File: src/rtl/cdb_arbiter_pkg.sv
// Shared CDB definitions: field widths, FU tag codes and the bus payload structs.
// The tag is {FU tag, RS one-hot}; FU tag 0 is reserved to mean "no producer".
package cdb_arbiter_pkg;

  localparam int unsigned DATA_W   = 32;
  localparam int unsigned TAG_W    = 8;
  localparam int unsigned FU_TAG_W = 5;
  localparam int unsigned RS_W     = 3;

  localparam logic [FU_TAG_W-1:0] FU_NONE_TAG = 5'd0;
  localparam logic [FU_TAG_W-1:0] FU_LS_TAG   = 5'd1;
  localparam logic [FU_TAG_W-1:0] FU_ALU_TAG  = 5'd2;
  localparam logic [FU_TAG_W-1:0] FU_MUL_TAG  = 5'd3;
  localparam logic [FU_TAG_W-1:0] FU_DIV_TAG  = 5'd4;

  typedef struct packed {
    logic [TAG_W-1:0]  tag;
    logic [DATA_W-1:0] val;
  } tagged_data_t;

  typedef struct packed {
    logic              valid;
    logic [TAG_W-1:0]  tag;
    logic [DATA_W-1:0] data;
  } cdb_bus_t;

  function automatic logic [FU_TAG_W-1:0] fu_tag_of(input logic [TAG_W-1:0] tag);
    return tag[TAG_W-1:RS_W];
  endfunction

endpackage

File: src/rtl/cdb_arbiter_rr_pick.sv
// Combinational round-robin pick: first requester at or after ptr_i, wrapping at N.
// The wrap is an explicit compare so non-power-of-2 N never aliases past N-1.
module cdb_arbiter_rr_pick #(
  parameter int unsigned N  = 4,
  parameter int unsigned PW = $clog2(N)
) (
  input  logic [N-1:0]  req_i,
  input  logic [PW-1:0] ptr_i,
  output logic [PW-1:0] win_idx_o,
  output logic          any_o
);

  always_comb begin : pick_p
    int unsigned j;
    logic        found;
    j         = 0;
    found     = 1'b0;
    win_idx_o = '0;
    for (int unsigned k = 0; k < N; k++) begin
      j = k + 32'(ptr_i);
      if (j >= N) begin
        j = j - N;
      end
      if (!found && req_i[PW'(j)]) begin
        found     = 1'b1;
        win_idx_o = PW'(j);
      end
    end
    any_o = found;
  end

endmodule

File: src/rtl/cdb_arbiter.sv
// Common Data Bus arbiter: grants one ready FU result per cycle onto the registered CDB,
// round-robin between sources, and counts busy bus cycles (saturating).
module cdb_arbiter
  import cdb_arbiter_pkg::*;
#(
  parameter int unsigned NUM_SRC = 4,
  parameter int unsigned CNT_W   = 32
) (
  input  logic                 clk,
  input  logic                 rst,
  input  logic                 flush,
  input  logic [NUM_SRC-1:0]   req_i,
  input  tagged_data_t         src_data_i [NUM_SRC],
  output cdb_bus_t             cdb_o,
  output logic [NUM_SRC-1:0]   grant_o,
  output logic [CNT_W-1:0]     busy_cnt_o
);

  localparam int unsigned PTR_W = $clog2(NUM_SRC);
  localparam logic [NUM_SRC-1:0] GRANT_LSB = NUM_SRC'(1);
  localparam logic [PTR_W-1:0]   PTR_LAST  = PTR_W'(NUM_SRC - 1);

  logic [PTR_W-1:0]   ptr_q, ptr_d;
  cdb_bus_t           cdb_q, cdb_d;
  logic [NUM_SRC-1:0] grant_q, grant_d;
  logic [CNT_W-1:0]   cnt_q, cnt_d;

  logic [PTR_W-1:0]   win_idx;
  logic               any_req;

  cdb_arbiter_rr_pick #(
    .N  (NUM_SRC),
    .PW (PTR_W)
  ) u_rr_pick (
    .req_i     (req_i),
    .ptr_i     (ptr_q),
    .win_idx_o (win_idx),
    .any_o     (any_req)
  );

  // Flush or an idle cycle leaves the bus empty and keeps pointer/counter.
  always_comb begin
    cdb_d   = '0;
    grant_d = '0;
    ptr_d   = ptr_q;
    cnt_d   = cnt_q;
    if (!flush && any_req) begin
      cdb_d.valid = 1'b1;
      cdb_d.tag   = src_data_i[win_idx].tag;
      cdb_d.data  = src_data_i[win_idx].val;
      grant_d     = GRANT_LSB << win_idx;
      ptr_d       = (win_idx == PTR_LAST) ? '0 : win_idx + PTR_W'(1);
      if (cnt_q != '1) begin
        cnt_d = cnt_q + CNT_W'(1);
      end
    end
  end

  always_ff @(posedge clk or posedge rst) begin
    if (rst) begin
      ptr_q   <= '0;
      cdb_q   <= '0;
      grant_q <= '0;
      cnt_q   <= '0;
    end else begin
      ptr_q   <= ptr_d;
      cdb_q   <= cdb_d;
      grant_q <= grant_d;
      cnt_q   <= cnt_d;
    end
  end

  assign cdb_o      = cdb_q;
  assign grant_o    = grant_q;
  assign busy_cnt_o = cnt_q;

  grant_onehot_a: assert property (@(posedge clk) disable iff (rst) $onehot0(grant_q));
  grant_valid_a:  assert property (@(posedge clk) disable iff (rst)
                                   ((grant_q != '0) == cdb_q.valid));

  // FU tag 0 means "no producer" and must never be offered to the bus.
  for (genvar i = 0; i < int'(NUM_SRC); i++) begin : g_tag_chk
    tag_nonzero_a: assert property (@(posedge clk) disable iff (rst)
                                    req_i[i] |-> (fu_tag_of(src_data_i[i].tag) != FU_NONE_TAG));
  end

endmodule

File: config.mk
export PLATFORM = sky130hd
export DESIGN_NAME = cdb_arbiter
export DESIGN_NICKNAME = d
export VERILOG_FILES = /design/src/rtl/cdb_arbiter_pkg.sv /design/src/rtl/cdb_arbiter_rr_pick.sv /design/src/rtl/cdb_arbiter.sv
export SDC_FILE = /design/constraint.sdc
export NUM_CORES = 1
export LEC_CHECK = 0
export CAP_MARGIN = 10
export CELL_PAD_IN_SITES_DETAIL_PLACEMENT = 0
export CELL_PAD_IN_SITES_GLOBAL_PLACEMENT = 1
export CORE_UTILIZATION = 28
export CTS_CLUSTER_SIZE = 12
export DETAILED_ROUTE_END_ITERATION = 8
export GPL_TIMING_DRIVEN = 0
export PLACE_DENSITY = 0.86
export SLEW_MARGIN = 40
export SYNTH_ARGS = -nofsm -noshare
export SYNTH_HDL_FRONTEND = slang
export SYNTH_SLANG_ARGS = --single-unit
File: constraint.sdc
create_clock -name clk -period 3.13 [get_ports clk]
set_clock_uncertainty 0.05 [all_clocks]
set_input_delay 0.626 -clock clk [delete_from_list [all_inputs] [get_ports clk]]
set_output_delay 0.626 -clock clk [all_outputs]
set_load 0.02 [all_outputs]
Word-level counts from Yosys, hierarchy flattened
Cells that the tools add are included.

Flip-flop bits (word level): 79. Logic and storage cells: 63.

Order comparisons: 9. $add $sub $neg: 9. Eq/ne operators: 2. Shift-type cells: 1. Bitwise logic cells: 1. Multiplexer cells: 26. Reductions and logical operators: 9.

Operators with widths (number): $bmux 40 s2 (1); $mux 40 (2); $mux 41 (1); $add 32x1->32 const B (1); $ne 32x32->1 const B (1); $mux 2 (9); $ge 3x3->1 const B (4); $lt 2x3->1 const B (4); $bmux 1 s2 (4); $mux 1 (8); $sub 2x1->2 const B (4); $add 2x2->3 const A (2); $logic_and 1x1->1 (4); $logic_not 1->1 (4); $mux 4 (1); $shl 1x2->4 const A (1); $add 1x2->3 const A (1); $ge 2x3->1 const B (1); $not 2->3 (1); $add 2x1->2 const B (1); $eq 2x2->1 const B (1); $reduce_and 2->1 (1).

Longest topological paths before layout
Word-level depth: 19. Gate-level depth with buffers: 8. Depth with buffers taken out: 6.

By module
From an unflattened synthesis, not the netlist that was laid out.

Cell total of the unflattened synthesis: 318. Area total of the unflattened synthesis: 4147.7 um^2.

Modules (own cells, without submodules): cdb_arbiter (cells an instance 303, times used 1, area an instance 4070.2 um^2, sequential area each 1976.9 um^2); cdb_arbiter_rr_pick (cells an instance 15, times used 1, area an instance 77.6 um^2, sequential area each 0.0 um^2).

Least setup slack after synthesis
Ideal clock, no wire load.

Path type: input -> register. Start point: input req_i[3]. End point: register ptr_q[1]. Stages: 7. Required time: 2.955 ns. Setup slack: 1.079 ns. Data arrival time: 1.876 ns. Path through: nor2b_1 -> o21a_1 -> nor3_1 -> buf_4 -> buf_6 -> ha_1 -> mux2_2.

Cells in the longest elaborated chain, start to end: 14. Elaborated cells between the ends (all ways): 26. Those cells by class: 1 x add/sub; 1 x eq/ne; 17 x mux; 7 x reduce/logical.

RTL lines: from (decl) (RTL line cdb_arbiter.sv:12) `input logic [NUM_SRC-1:0] req_i,`; $bmux 1 s2 (RTL line cdb_arbiter_rr_pick.sv:24) `if (!found && req_i[PW'(j)]) begin`; $mux 1 (not written as such) (RTL line cdb_arbiter_rr_pick.sv:24); $mux 1 (RTL line cdb_arbiter_rr_pick.sv:24); $logic_not 1->1 (RTL line cdb_arbiter_rr_pick.sv:24); $logic_and 1x1->1 (RTL line cdb_arbiter_rr_pick.sv:24); $mux 1 (RTL line cdb_arbiter_rr_pick.sv:24); $logic_not 1->1 (RTL line cdb_arbiter_rr_pick.sv:24); $logic_and 1x1->1 (RTL line cdb_arbiter_rr_pick.sv:24); $mux 1 (RTL line cdb_arbiter_rr_pick.sv:24); $logic_not 1->1 (RTL line cdb_arbiter_rr_pick.sv:24); $logic_and 1x1->1 (RTL line cdb_arbiter_rr_pick.sv:24); $mux 2 (RTL line cdb_arbiter_rr_pick.sv:24); $add 2x1->2 / $eq 2x2->1 (equally long branches) (RTL line cdb_arbiter.sv:52) `ptr_d = (win_idx == PTR_LAST) ? '0 : win_idx + PTR_W'(1);`; $mux 2 (RTL line cdb_arbiter.sv:52); to (signal assigned) (RTL line cdb_arbiter.sv:66) `ptr_q <= ptr_d;`; to (decl) (RTL line cdb_arbiter.sv:23) `logic [PTR_W-1:0] ptr_q, ptr_d;`.

Parallel ways exist; a longest one is shown, timed or not. The select of a mux whose other input is x is not followed. A chain may end at the register's enable or synchronous reset.

==> flow_metrics.env <==
export IMPL_layout_commonest_cell="clkdlybuf4s50_1"
export IMPL_seqCellArea_mm2=0.00198
export IMPL_n_fill_cell=1344
export IMPL_max_slew_margin_rel=0.627
export IMPL_peakVddDrop_uv=397
export IMPL_ant_nets=0
export IMPL_top_layer_used="met4"
export IMPL_multi_input_area_mm2=0.00208
export IMPL_worst_pin_slew_ns=0.555
export IMPL_async_flop_share=1.00
export IMPL_postCtsResizedCells=0
export IMPL_numCtsBuffers=9
export IMPL_antenna_found_initial=0
export IMPL_drc_errors=6
export IMPL_dpl_cell_count=789
export IMPL_finalSetupViolations=0
export IMPL_crit_required_ns=3.27
export IMPL_dr_pass1_iters=8
export IMPL_hold_viol=0
export IMPL_cts_tree="built"
export IMPL_switching_share=0.334
export IMPL_violations="design-rule violations"
export IMPL_wl_met3_um=1140
export IMPL_p_int_uw=3030
export IMPL_root_buffer="clkbuf_16"
export IMPL_cap_violations=0
export IMPL_overflow=0
export IMPL_postCtsHoldBufs=0
export IMPL_regToRegSetupSlack_ns=0.93
export IMPL_wl_per_cell_um=18.0
export IMPL_dpl_hpwl_um=11200
export IMPL_synth_nets=533
export IMPL_synth_edf_count=0
export IMPL_path_clk_slew_ns=0.06
export IMPL_syn_area_per_cell_um2=11.8
export IMPL_vias_per_cell=4.91
export IMPL_yosys_warnings=0
export IMPL_cts_sinks=79
export IMPL_seq_power_share=0.302
export IMPL_ys_seq_area_frac=0.466
export IMPL_rsz0062_at_grt="false"
export IMPL_hold_path_class="reg -> reg"
export IMPL_grt_pass1_wl_um=22700
export IMPL_gp_congestion=0.871
export IMPL_grt_usage=0.188
export IMPL_clock_latency_ns=0.35
export IMPL_fin_crit_sh=0.845
export IMPL_num_vias=3949
export IMPL_start_util=0.290
export IMPL_powerDensity_mw_per_mm2=626
export IMPL_drive_gt1_frac=0.0823
export IMPL_leakage_uw=0.00310
export IMPL_synth_distinct_cells=46
export IMPL_p_sw_uw=1520
export IMPL_final_cell_mix="243 x clkdlybuf4s50_1, 80 x mux2i_1, 79 x dfrtp_1, 40 x o22ai_1, 23 x xnor2_1"
export IMPL_final_cells=804
export IMPL_grt_max_degree=48
export IMPL_dieWidth_um=125
export IMPL_crit_type="in -> reg"
export IMPL_synth_area_mm2=0.00424
export IMPL_drt_iter0_markers=155
export IMPL_postPlaceCellArea_mm2=0.00694
export IMPL_die_area_mm2=0.0156
export IMPL_wl_met2_um=7420
export IMPL_finalCriticalPeriod_ns=2.65
export IMPL_num_io_pins=244
export IMPL_outcome="finished with violations"
export IMPL_yosys_register_bits=79
export IMPL_synthCells=361
export IMPL_h_tree_depth=3
export IMPL_slew_violations=0
export IMPL_place_port_buffers=243
export IMPL_m1WireLength_um=5590
export IMPL_power_frac_clock=0.265
export IMPL_post_cts_setup_buffers=0
export IMPL_fmax_mhz=378
export IMPL_rows=44
export IMPL_ys_flop_type="dfrtp_1"
export IMPL_critPathLaunchType="primary input"
export IMPL_fin_area_mm2=0.00727
export IMPL_pwr_share_comb=0.433
export IMPL_die_h_um=125
export IMPL_final_util=0.496
export IMPL_routed_wl_um=14500
export IMPL_coreArea_mm2=0.0146
export IMPL_cp_arrival_ns=2.79
export IMPL_syn2layout_area_growth_pct=71.2
export IMPL_nNetsFinal=788
export IMPL_crit_fanout=10
export IMPL_cp_end_kind="flip-flop"
export IMPL_cts_path_max_buffers=2
export IMPL_antennaDiodeCount=0
export IMPL_grt_pass1_vias=4221
==> kinds of logic (layout without fill, tap and decap cells) <==
| kind of cell | Yosys count | in the layout | share of synthesized area |
|---|---|---|---|
| simple gates | 84 | 84 | 0.127 |
| mux | 83 | 83 | 0.198 |
| flops | 79 | 79 | 0.466 |
| compound gates | 57 | 57 | 0.0938 |
| xor+xnor | 28 | 28 | 0.0578 |
| buf+inv | 25 | 284 | 0.0434 |
| fa+ha+maj | 5 | 5 | 0.0147 |
==> power by group through the flow <==
| stage | clock network [uW] | registers, uW | logic, uW |
|---|---|---|---|
| 2_1_floorplan | 0 | 1620 | 887 |
| 4_1_cts | 1230 | 1380 | 2000 |
| 6_report | 1200 | 1370 | 1970 |
| 5_1_grt | 1260 | 1400 | 2110 |
| 3_3_place_gp | 0 | 1380 | 1960 |
| 3_5_place_dp | 0 | 1390 | 1990 |
==> final cells by class <==
type / count / area share
inverters: 5 / 0.00327
flip-flops and latches: 79 / 0.272
well taps: 184 / 0.0317
clock buffers: 11 / 0.0320
repair buffers: 244 / 0.339
multi-input cells: 257 / 0.287
clock inverters: 4 / 0.0131
plain buffers: 20 / 0.0227
==> cell usage after synthesis (2+ instances only) <==
library cell | instances | share of area
xor2_1 | 5 | 0.010
and3_1 | 3 | 0.0044
nand2b_1 | 2 | 0.0029
a21oi_1 | 2 | 0.0024
clkbuf_1 | 3 | 0.0027
ha_1 | 5 | 0.015
nand3_2 | 5 | 0.012
nand2_1 | 16 | 0.014
nor2_1 | 11 | 0.0097
o211ai_1 | 2 | 0.0035
dfrtp_1 | 79 | 0.47
nor3_1 | 3 | 0.0035
xnor2_1 | 23 | 0.047
buf_6 | 9 | 0.024
o21ai_0 | 2 | 0.0024
o22ai_1 | 40 | 0.059
nor4_4 | 2 | 0.010
inv_1 | 5 | 0.0044
buf_2 | 3 | 0.0035
mux2i_1 | 80 | 0.19
mux2_2 | 2 | 0.0053
nand3_1 | 13 | 0.015
nand4_1 | 10 | 0.015
buf_4 | 5 | 0.0088
and2_1 | 6 | 0.0088
o21a_1 | 3 | 0.0053
and4_1 | 3 | 0.0062
==> worst max-delay path: stages <==
cell and delay, ns:
clkdlybuf4s50_1 0.53, nor4_4 0.46, or2_2 0.25, inv_1 0.13
nand2_1 0.17, clkbuf_1 0.46, o22ai_1 0.16
==> routing by layer <==
| metal | vias up | track usage |
|---|---|---|
| met3 | 22 | 0.0685 |
| met1 | 1917 | 0.203 |
| li1 | 1849 | - |
| met4 | 0 | 0.0603 |
| met5 | - | 0 |
| met2 | 161 | 0.341 |
==> worst paths after layout <==
path,depth (start not counted),endpoint,from
setup / recovery,7,cdb_o[38],req_i[0]
hold / removal,1,busy_cnt_o[27],busy_cnt_o[27]
setup reg to reg,7,ptr_q[1],ptr_q[1]
hold reg to reg,1,busy_cnt_o[27],busy_cnt_o[27]
max in group asynchronous,3,cdb_o[37],rst
min in group asynchronous,2,cdb_o[7],rst
==> flip-flops by register name, indices dropped and copies added, names as in the netlist <==
| name | count |
|---|---|
| grant_o | 4 |
| cdb_o | 41 |
| ptr_q | 2 |
| busy_cnt_o | 32 |
==> stage by stage <==
stage               setup slack [ns]  hold slack (ns)  total power, uW  TNS (ns)
global placement               -1.01            0.425             3340    -79.49
finish                         0.485            0.448             4550         0
CTS                            0.391            0.453             4600         0
detailed placement            0.0705            0.441             3380         0
floorplan                      0.431            0.513             2510         0
global route                   0.297            0.480             4770         0
Power figures use the tool's default switching activity.
